==> config.mk <==
export PLATFORM = sky130hd
export DESIGN_NAME = button_debounce
export DESIGN_NICKNAME = d
export VERILOG_FILES = /design/src/rtl/debounce_pkg.sv /design/src/rtl/sync_2ff.sv /design/src/rtl/button_debounce.sv
export SDC_FILE = /design/constraint.sdc
export NUM_CORES = 1
export LEC_CHECK = 0
export CAP_MARGIN = 20
export CORE_MARGIN = 1.5
export CORE_UTILIZATION = 45
export DETAILED_ROUTE_END_ITERATION = 8
export GPL_ROUTABILITY_DRIVEN = 0
export PLACE_DENSITY = 0.66
export REMOVE_ABC_BUFFERS = 1
export SKIP_LAST_GASP = 1
export SLEW_MARGIN = 20
export SYNTH_ARGS = -nofsm -noshare
export SYNTH_HDL_FRONTEND = slang
export SYNTH_SLANG_ARGS = --single-unit
==> constraint.sdc <==
create_clock -name clk -period 2.22 [get_ports clk]
set_input_delay 0.666 -clock clk [delete_from_list [all_inputs] [get_ports clk]]
set_output_delay 0.666 -clock clk [all_outputs]
set_load 0.03 [all_outputs]
==> src/rtl/debounce_pkg.sv <==
// Shared types and constants for the push-button debounce stage.
package debounce_pkg;

  typedef enum logic [1:0] {
    IDLE         = 2'd0,
    PRESS_WAIT   = 2'd1,
    PRESSED      = 2'd2,
    RELEASE_WAIT = 2'd3
  } db_state_t;

  localparam int unsigned BOUNCE_CNT_W        = 8;
  localparam logic [BOUNCE_CNT_W-1:0] BOUNCE_CNT_MAX = 8'd255;
  localparam int unsigned DEBOUNCE_CYCLES_DEF = 50000;

endpackage

==> src/rtl/sync_2ff.sv <==
// Generic two-flop synchronizer, async active-low reset, flops clear to 0.
module sync_2ff #(
  parameter int unsigned WIDTH = 1
) (
  input  logic             clk,
  input  logic             rst,
  input  logic [WIDTH-1:0] d,
  output logic [WIDTH-1:0] q
);

  logic [WIDTH-1:0] meta;

  always_ff @(posedge clk or negedge rst) begin
    if (!rst) begin
      meta <= '0;
      q    <= '0;
    end else begin
      meta <= d;
      q    <= meta;
    end
  end

endmodule

==> src/rtl/button_debounce.sv <==
// Push-button debounce with press/release pulses and a saturating bounce count.
// Define BUTTON_SYNC_EN to insert a 2-flop synchronizer ahead of the FSM.
//
// state        | meaning
// -------------+-------------------------------------------------
// IDLE         | clean level 0, input low, cnt = 0
// PRESS_WAIT   | clean level 0, counting consecutive high samples
// PRESSED      | clean level 1, input high, cnt = 0
// RELEASE_WAIT | clean level 1, counting consecutive low samples
module button_debounce
  import debounce_pkg::*;
#(
  parameter int unsigned DEBOUNCE_CYCLES = DEBOUNCE_CYCLES_DEF
) (
  input  logic                    clk,
  input  logic                    rst,
  input  logic                    button_raw,
  output logic                    button_clean,
  output logic                    press_pulse,
  output logic                    release_pulse,
  output logic [BOUNCE_CNT_W-1:0] bounce_cnt
);

  localparam int unsigned CNT_W = $clog2(DEBOUNCE_CYCLES);
  localparam logic [CNT_W-1:0] CNT_LAST = CNT_W'(DEBOUNCE_CYCLES - 1);
  localparam logic [CNT_W-1:0] CNT_ONE  = CNT_W'(1);

  db_state_t        state;
  logic [CNT_W-1:0] cnt;
  logic             s;

`ifdef BUTTON_SYNC_EN
  sync_2ff #(.WIDTH(1)) u_sync (
    .clk (clk),
    .rst (rst),
    .d   (button_raw),
    .q   (s)
  );
`else
  assign s = button_raw;
`endif

  always_ff @(posedge clk or negedge rst) begin
    if (!rst) begin
      state         <= IDLE;
      cnt           <= '0;
      button_clean  <= 1'b0;
      press_pulse   <= 1'b0;
      release_pulse <= 1'b0;
      bounce_cnt    <= '0;
    end else begin
      press_pulse   <= 1'b0;
      release_pulse <= 1'b0;
      case (state)
        IDLE: begin
          cnt <= '0;
          if (s) begin
            state <= PRESS_WAIT;
            cnt   <= CNT_ONE;
          end
        end
        PRESS_WAIT: begin
          if (!s) begin
            state <= IDLE;
            cnt   <= '0;
            if (bounce_cnt != BOUNCE_CNT_MAX)
              bounce_cnt <= bounce_cnt + BOUNCE_CNT_W'(1);
          end else if (cnt == CNT_LAST) begin
            state        <= PRESSED;
            cnt          <= '0;
            button_clean <= 1'b1;
            press_pulse  <= 1'b1;
          end else begin
            cnt <= cnt + CNT_ONE;
          end
        end
        PRESSED: begin
          cnt <= '0;
          if (!s) begin
            state <= RELEASE_WAIT;
            cnt   <= CNT_ONE;
          end
        end
        RELEASE_WAIT: begin
          // a high sample here is a bounce back to the held level
          if (s) begin
            state <= PRESSED;
            cnt   <= '0;
            if (bounce_cnt != BOUNCE_CNT_MAX)
              bounce_cnt <= bounce_cnt + BOUNCE_CNT_W'(1);
          end else if (cnt == CNT_LAST) begin
            state         <= IDLE;
            cnt           <= '0;
            button_clean  <= 1'b0;
            release_pulse <= 1'b1;
          end else begin
            cnt <= cnt + CNT_ONE;
          end
        end
        default: begin
          state <= IDLE;
          cnt   <= '0;
        end
      endcase
    end
  end

endmodule

## After elaboration in Yosys (flattened, before gate mapping)

Cells that the tools add are included.

| cells by class | value |
|---|---|
| shift operators | 0 |
| add/subtract/negate cells | 2 |
| magnitude comparators | 0 |
| reductions and logical operators | 5 |
| multiplexer cells | 27 |
| divide/modulo/power cells | 0 |
| eq/ne operators | 15 |
| bitwise gates (word level) | 0 |
| multipliers | 0 |

Operator list:

| cell | count |
|---|---|
| one-hot mux 16 bit (4 select lines) | 1 |
| 2-to-1 mux 16 bit | 3 |
| 2-to-1 mux 8 bit | 3 |
| adder 16 x 1 -> 16 bit (second input constant) | 1 |
| == test 16 bit (second input constant) | 1 |
| inequality test 2 bit (second input constant) | 8 |
| one-hot mux 8 bit (2 select lines) | 1 |
| 2-to-1 mux 2 bit | 6 |
| 2-to-1 mux 1 bit | 11 |
| adder 8 x 1 -> 8 bit (second input constant) | 1 |
| inequality test 8 bit (second input constant) | 1 |
| one-hot mux 2 bit (4 select lines) | 1 |
| inequality test 3 bit (second input constant) | 2 |
| AND reduction 5 bit | 1 |
| == test 2 bit (second input constant) | 2 |
| AND reduction 4 bit | 1 |
| AND reduction 3 bit | 1 |
| == test 2 x 1 -> 1 bit (second input constant) | 1 |
| logical NOT 2 bit | 1 |
| one-hot mux 1 bit (2 select lines) | 1 |
| nonzero test 2 bit | 1 |

| word-level totals | value |
|---|---|
| latch bits | 0 |
| flip-flop bits (word level) | 29 |
| bits in writable memories | 0 |
| output and inout port bits | 11 |
| ROM bits | 0 |
| memories kept | 0 |
| bits of input ports | 3 |
| word-level logic and storage cells | 55 |

## Depth between registers and ports, before layout

| depth | value |
|---|---|
| depth in word-level cells | 4 |
| gate-level depth with buffers | 7 |
| mapped depth without buffers | 5 |

## Least setup slack after synthesis

OpenSTA, ideal clock, no wires.

| timing path | value |
|---|---|
| path type | register to register |
| from | register cnt[4] |
| to | register (tool-made name) |
| data required time | 2095 ps |
| period minus slack after synthesis | 1933 ps |
| buffers on the path | 0 |
| setup slack | 287 ps |
| data arrival time | 1808 ps |
| cell stages (with the launch flop) | 4 |
| setup time | 125 ps |
| cell sequence | dfrtp_1 or4b_1 or4_4 mux2_4 |

RTL lines:

| element | RTL line | source |
|---|---|---|
| start: declaration | button_debounce.sv:29 | `logic [CNT_W-1:0] cnt;` |
| start signal: assignment | button_debounce.sv:74 | `cnt <= cnt + CNT_ONE;` |
| start signal: assignment | button_debounce.sv:97 | `cnt <= cnt + CNT_ONE;` |

## Final worst setup path

| timing path | value |
|---|---|
| from | register bounce_cnt[3] |
| to | output bounce_cnt[3] |

RTL lines:

| element | RTL line | source |
|---|---|---|
| start: declaration | button_debounce.sv:21 | `output logic [BOUNCE_CNT_W-1:0] bounce_cnt` |
| start signal: assignment | button_debounce.sv:67 | `bounce_cnt <= bounce_cnt + BOUNCE_CNT_W'(1);` |
| start signal: assignment | button_debounce.sv:90 | `bounce_cnt <= bounce_cnt + BOUNCE_CNT_W'(1);` |

No word-level cell between the ends.

==> tab_implementation.tex <==
\begin{tabular}{lr}
\hline
Metric & Value \\
\hline
\multicolumn{2}{l}{\textbf{STA}} \\
\quad Final Hold Slack & 0.5145 ns \\
\quad Fin. max-slew vios & 0 \\
\quad Final setup skew & 0.007408 ns \\
\quad Sum Neg Setup Slack & 0 ns \\
\quad Crit share post-route & 95.97\% \\
\quad Worst-margin pin slew & 0.4135 ns \\
\quad Final count of hold timing violations & 0 \\
\quad Max Clock Freq & 469.4 MHz \\
\quad Unrepaired setup endpoints after global routing & no \\
\quad Final critical path time including I/O delays and setup & 2.131 ns \\
\quad Number of setup violations in the final report & 0 \\
\quad Slew margin rel. & 72.24\% \\
\multicolumn{2}{l}{\textbf{Synth}} \\
\quad Count of mapped cells out of synthesis & 129 \\
\quad Top-count cell post-synth & dfrtp\_1 \\
\quad Area fraction of the dominant cell type after synthesis & 53.02\% \\
\quad Register bit count reported by yosys & 29 \\
\quad Synth warn & 0 \\
\quad Area leader, netlist & dfrtp\_1 \\
\quad Netlist Area Pre-Place & 1369 um\^{}2 \\
\quad Count of flip-flops with a built-in enable after synthesis & 0 \\
\quad Count of distinct cell types in the synthesized netlist & 33 \\
\quad Dominant synthesized flop cell & dfrtp\_1 \\
\quad FFs w/ async S/R, synth & 100.0\% \\
\quad Commonest cells in the netlist & dfrtp\_1, nor2\_1, xnor2\_1 \\
\quad Seq/Total Area, Yosys & 53.02\% \\
\quad Post-synthesis average cell area & 10.61 um\^{}2 \\
\quad Leading cell types by total area after synthesis & dfrtp\_1, xnor2\_1, xor2\_1, nor2\_1, nand4\_1 \\
\multicolumn{2}{l}{\textbf{Floorplan}} \\
\quad Die ar. & 3381 um\^{}2 \\
\quad Rows & 19 \\
\quad Top-level I/O count & 14 \\
\quad Initial core utilization & 48.39\% \\
\quad Die Span X & 58.15 um \\
\quad Vertical die dimension & 58.15 um \\
\quad Area of the core & 2829 um\^{}2 \\
\multicolumn{2}{l}{\textbf{Route}} \\
\quad First-pass iteration count of the detailed router & 6 \\
\quad Vias per cell & 5.637 \\
\quad Via total after detailed routing & 1026 \\
\quad Total Wirelength & 2.538 mm \\
\quad Number of nets with antenna violations after detailed routing & 0 \\
\quad Count of routing violations after the opening detailed-route iteration & 38 \\
\quad DR DRC count & 0 \\
\quad WL/cell & 13.95 um \\
\multicolumn{2}{l}{\textbf{Critical path}} \\
\quad Crit-path cells & clkdlybuf4s50\_1 \\
\quad Endpoint required time on the critical path & 1.55 ns \\
\quad CP max-delay cell & clkdlybuf4s50\_1 \\
\quad Crit start category & register \\
\quad Largest stage delay, worst path & 0.70 ns \\
\quad Register-to-register setup slack & 0.19 ns \\
\quad Crit Path Max Fanout & 6 \\
\quad Number of cells on the critical path & 1 \\
\quad Arrival time reported for the critical path endpoint & 1.46 ns \\
\quad Critical path origin & bounce\_cnt[3] \\
\quad Reg-to-reg critical path endpoint & button\_clean \\
\quad Worst reg2reg startpoint & cnt[5] \\
\quad Start-to-end type of the worst setup path & register to output pin \\
\quad Cell family with most CP delay & buffers and inverters \\
\quad CP bufs+invs & 1 \\
\quad Crit path to & bounce\_cnt[3] \\
\quad Nature of the critical path endpoint & output pin \\
\quad Worst r2r path cells & 3 \\
\multicolumn{2}{l}{\textbf{CTS}} \\
\quad Clock transition at the register clock pins on the worst setup and hold paths after CTS & 0.09 ns \\
\quad Quantity of hold-fixing buffers added after cts & 0 \\
\quad CTS tree & done \\
\quad Count of H-tree levels built during CTS & 2 \\
\quad Post-CTS setup-driven buffer insertion count & 0 \\
\quad Total CTS buffers & 5 \\
\quad Latest clock arrival within the worst-skew pair & 0.32 ns \\
\quad Buffer cell driving the clock tree root & clkbuf\_4 \\
\quad CTS sink count & 29 \\
\quad Resize count post-CTS & 0 \\
\quad Number of buffers on the longest clock path & 2 \\
\multicolumn{2}{l}{\textbf{Cells and area}} \\
\quad Post-route design area & 1600 um\^{}2 \\
\quad Synth-to-layout area growth & 16.91\% \\
\quad Share of layout cells above drive strength 1 & 9.934\% \\
\quad Number of antenna repair diodes & 0 \\
\quad Total number of nets in the final design & 155 \\
\quad Post-route non-filler standard cell count & 182 \\
\multicolumn{2}{l}{\textbf{Global route}} \\
\quad Number of global-route vias before repair & 1025 \\
\quad Gr ovfl total & 0 \\
\quad Initial antenna violation count & 0 \\
\quad Wire length of the first global-routing pass & 4.291 mm \\
\quad Largest net degree at the start of global routing & 30 \\
\quad Combined global-route utilization of all metal layers & 17.18\% \\
\multicolumn{2}{l}{\textbf{Place}} \\
\quad Port buffer count & 13 \\
\quad Half-perimeter wire length after placement & 1.844 mm \\
\quad Total instance count after detailed placement & 174 \\
\quad Area post-placement & 1551 um\^{}2 \\
\multicolumn{2}{l}{\textbf{Run status}} \\
\quad Status & complete, no violations \\
\multicolumn{2}{l}{\textbf{Pwr}} \\
\quad Cell leakage power & 0.0006611 uW \\
\quad Cell Pwr Density & 804.2 nW/um\^{}2 \\
\quad IR drop worst, VDD & 0.5936 mV \\
\quad Total Power Consumption & 1287 uW \\
\multicolumn{2}{l}{\textbf{Min path}} \\
\quad Number of instances on the worst hold path & 1 \\
\quad Hold/Removal Path Class & register to register \\
\multicolumn{2}{l}{\textbf{Run}} \\
\quad Max cap viols & 0 \\
\hline
\end{tabular}
[area by class of cell]
| cell class | count | area, um^2 |
|---|---|---|
| Fill cell | 264 | 1229 |
| Sequential cell | 29 | 725.7 |
| Multi-Input combinational cell | 93 | 611.8 |
| Timing Repair Buffer | 17 | 160.2 |
| Clock buffer | 8 | 48.80 |
| Tap cell | 31 | 38.79 |
| Inverter | 4 | 15.01 |
[placed cells by master, fill, tap and decap left out, types with 2 or more instances in the layout]
cell and instances:
a21boi_0 2, a21oi_1 3, and3_1 3, buf_4 4, clkbuf_1 3, clkbuf_4 5, clkdlybuf4s50_1 13, dfrtp_1 29
ha_1 2, inv_1 4, nand2_1 6, nand3_1 7, nand4_1 9, nor2_1 18, nor3_1 4, nor4_1 2
or4_1 2, xnor2_1 12, xor2_1 8
[layer usage]
metal | GRT usage [%] | part of all wire (%)
met3 | 4.911 | 3.9
met1 | 21.85 | 47
met2 | 25.49 | 47
met4 | 11.30 | 2.2
met5 | 0 | 0
[worst min-delay path by stage]
stage,end,slack [ns],startpoint
floorplan,asynchronous set/reset pin,0.37,rst
finish,bounce_cnt[7],0.51,bounce_cnt[7]
global placement,bounce_cnt[7],0.49,bounce_cnt[7]
CTS,bounce_cnt[7],0.52,bounce_cnt[7]
global route,bounce_cnt[7],0.54,bounce_cnt[7]
detailed placement,bounce_cnt[6],0.51,bounce_cnt[6]
[where the power goes]
| part | leakage [uW] | total [uW] | switching [uW] | internal (uW) |
|---|---|---|---|---|
| clock | 0.0000265 | 289 | 163 | 126 |
| sequential | 0.000384 | 657 | 71.9 | 585 |
| combinational | 0.000251 | 341 | 188 | 152 |
[kinds of logic (layout without fill, tap and decap cells)]
group	Yosys count	count (layout)	share of synthesized area, %
AOI/OAI and AO/OA	10	10	4.936
xor gates and xnor gates	20	20	12.80
adders and majority gates	2	2	1.828
buffers and inverters	7	29	2.284
DFF	29	29	53.02
muxes	2	2	1.919
and+or+nand+nor	59	59	23.22
[sequential cells by signal, indices dropped and copies added (netlist names), named ones only]
register,count
cnt,16
bounce_cnt,8
button_clean,1
press_pulse,1
release_pulse,1
state,1
[metrics by stage]
stage                     util (%)  worst slack [ns]
after detailed placement     54.84          -0.04477
after global routing         56.57           0.04630
final                        56.57           0.08948
after global placement       54.84           0.01946
after floorplan                  -            0.2868
after CTS                    56.57           0.07562
Power figures use the tool's default switching activity.
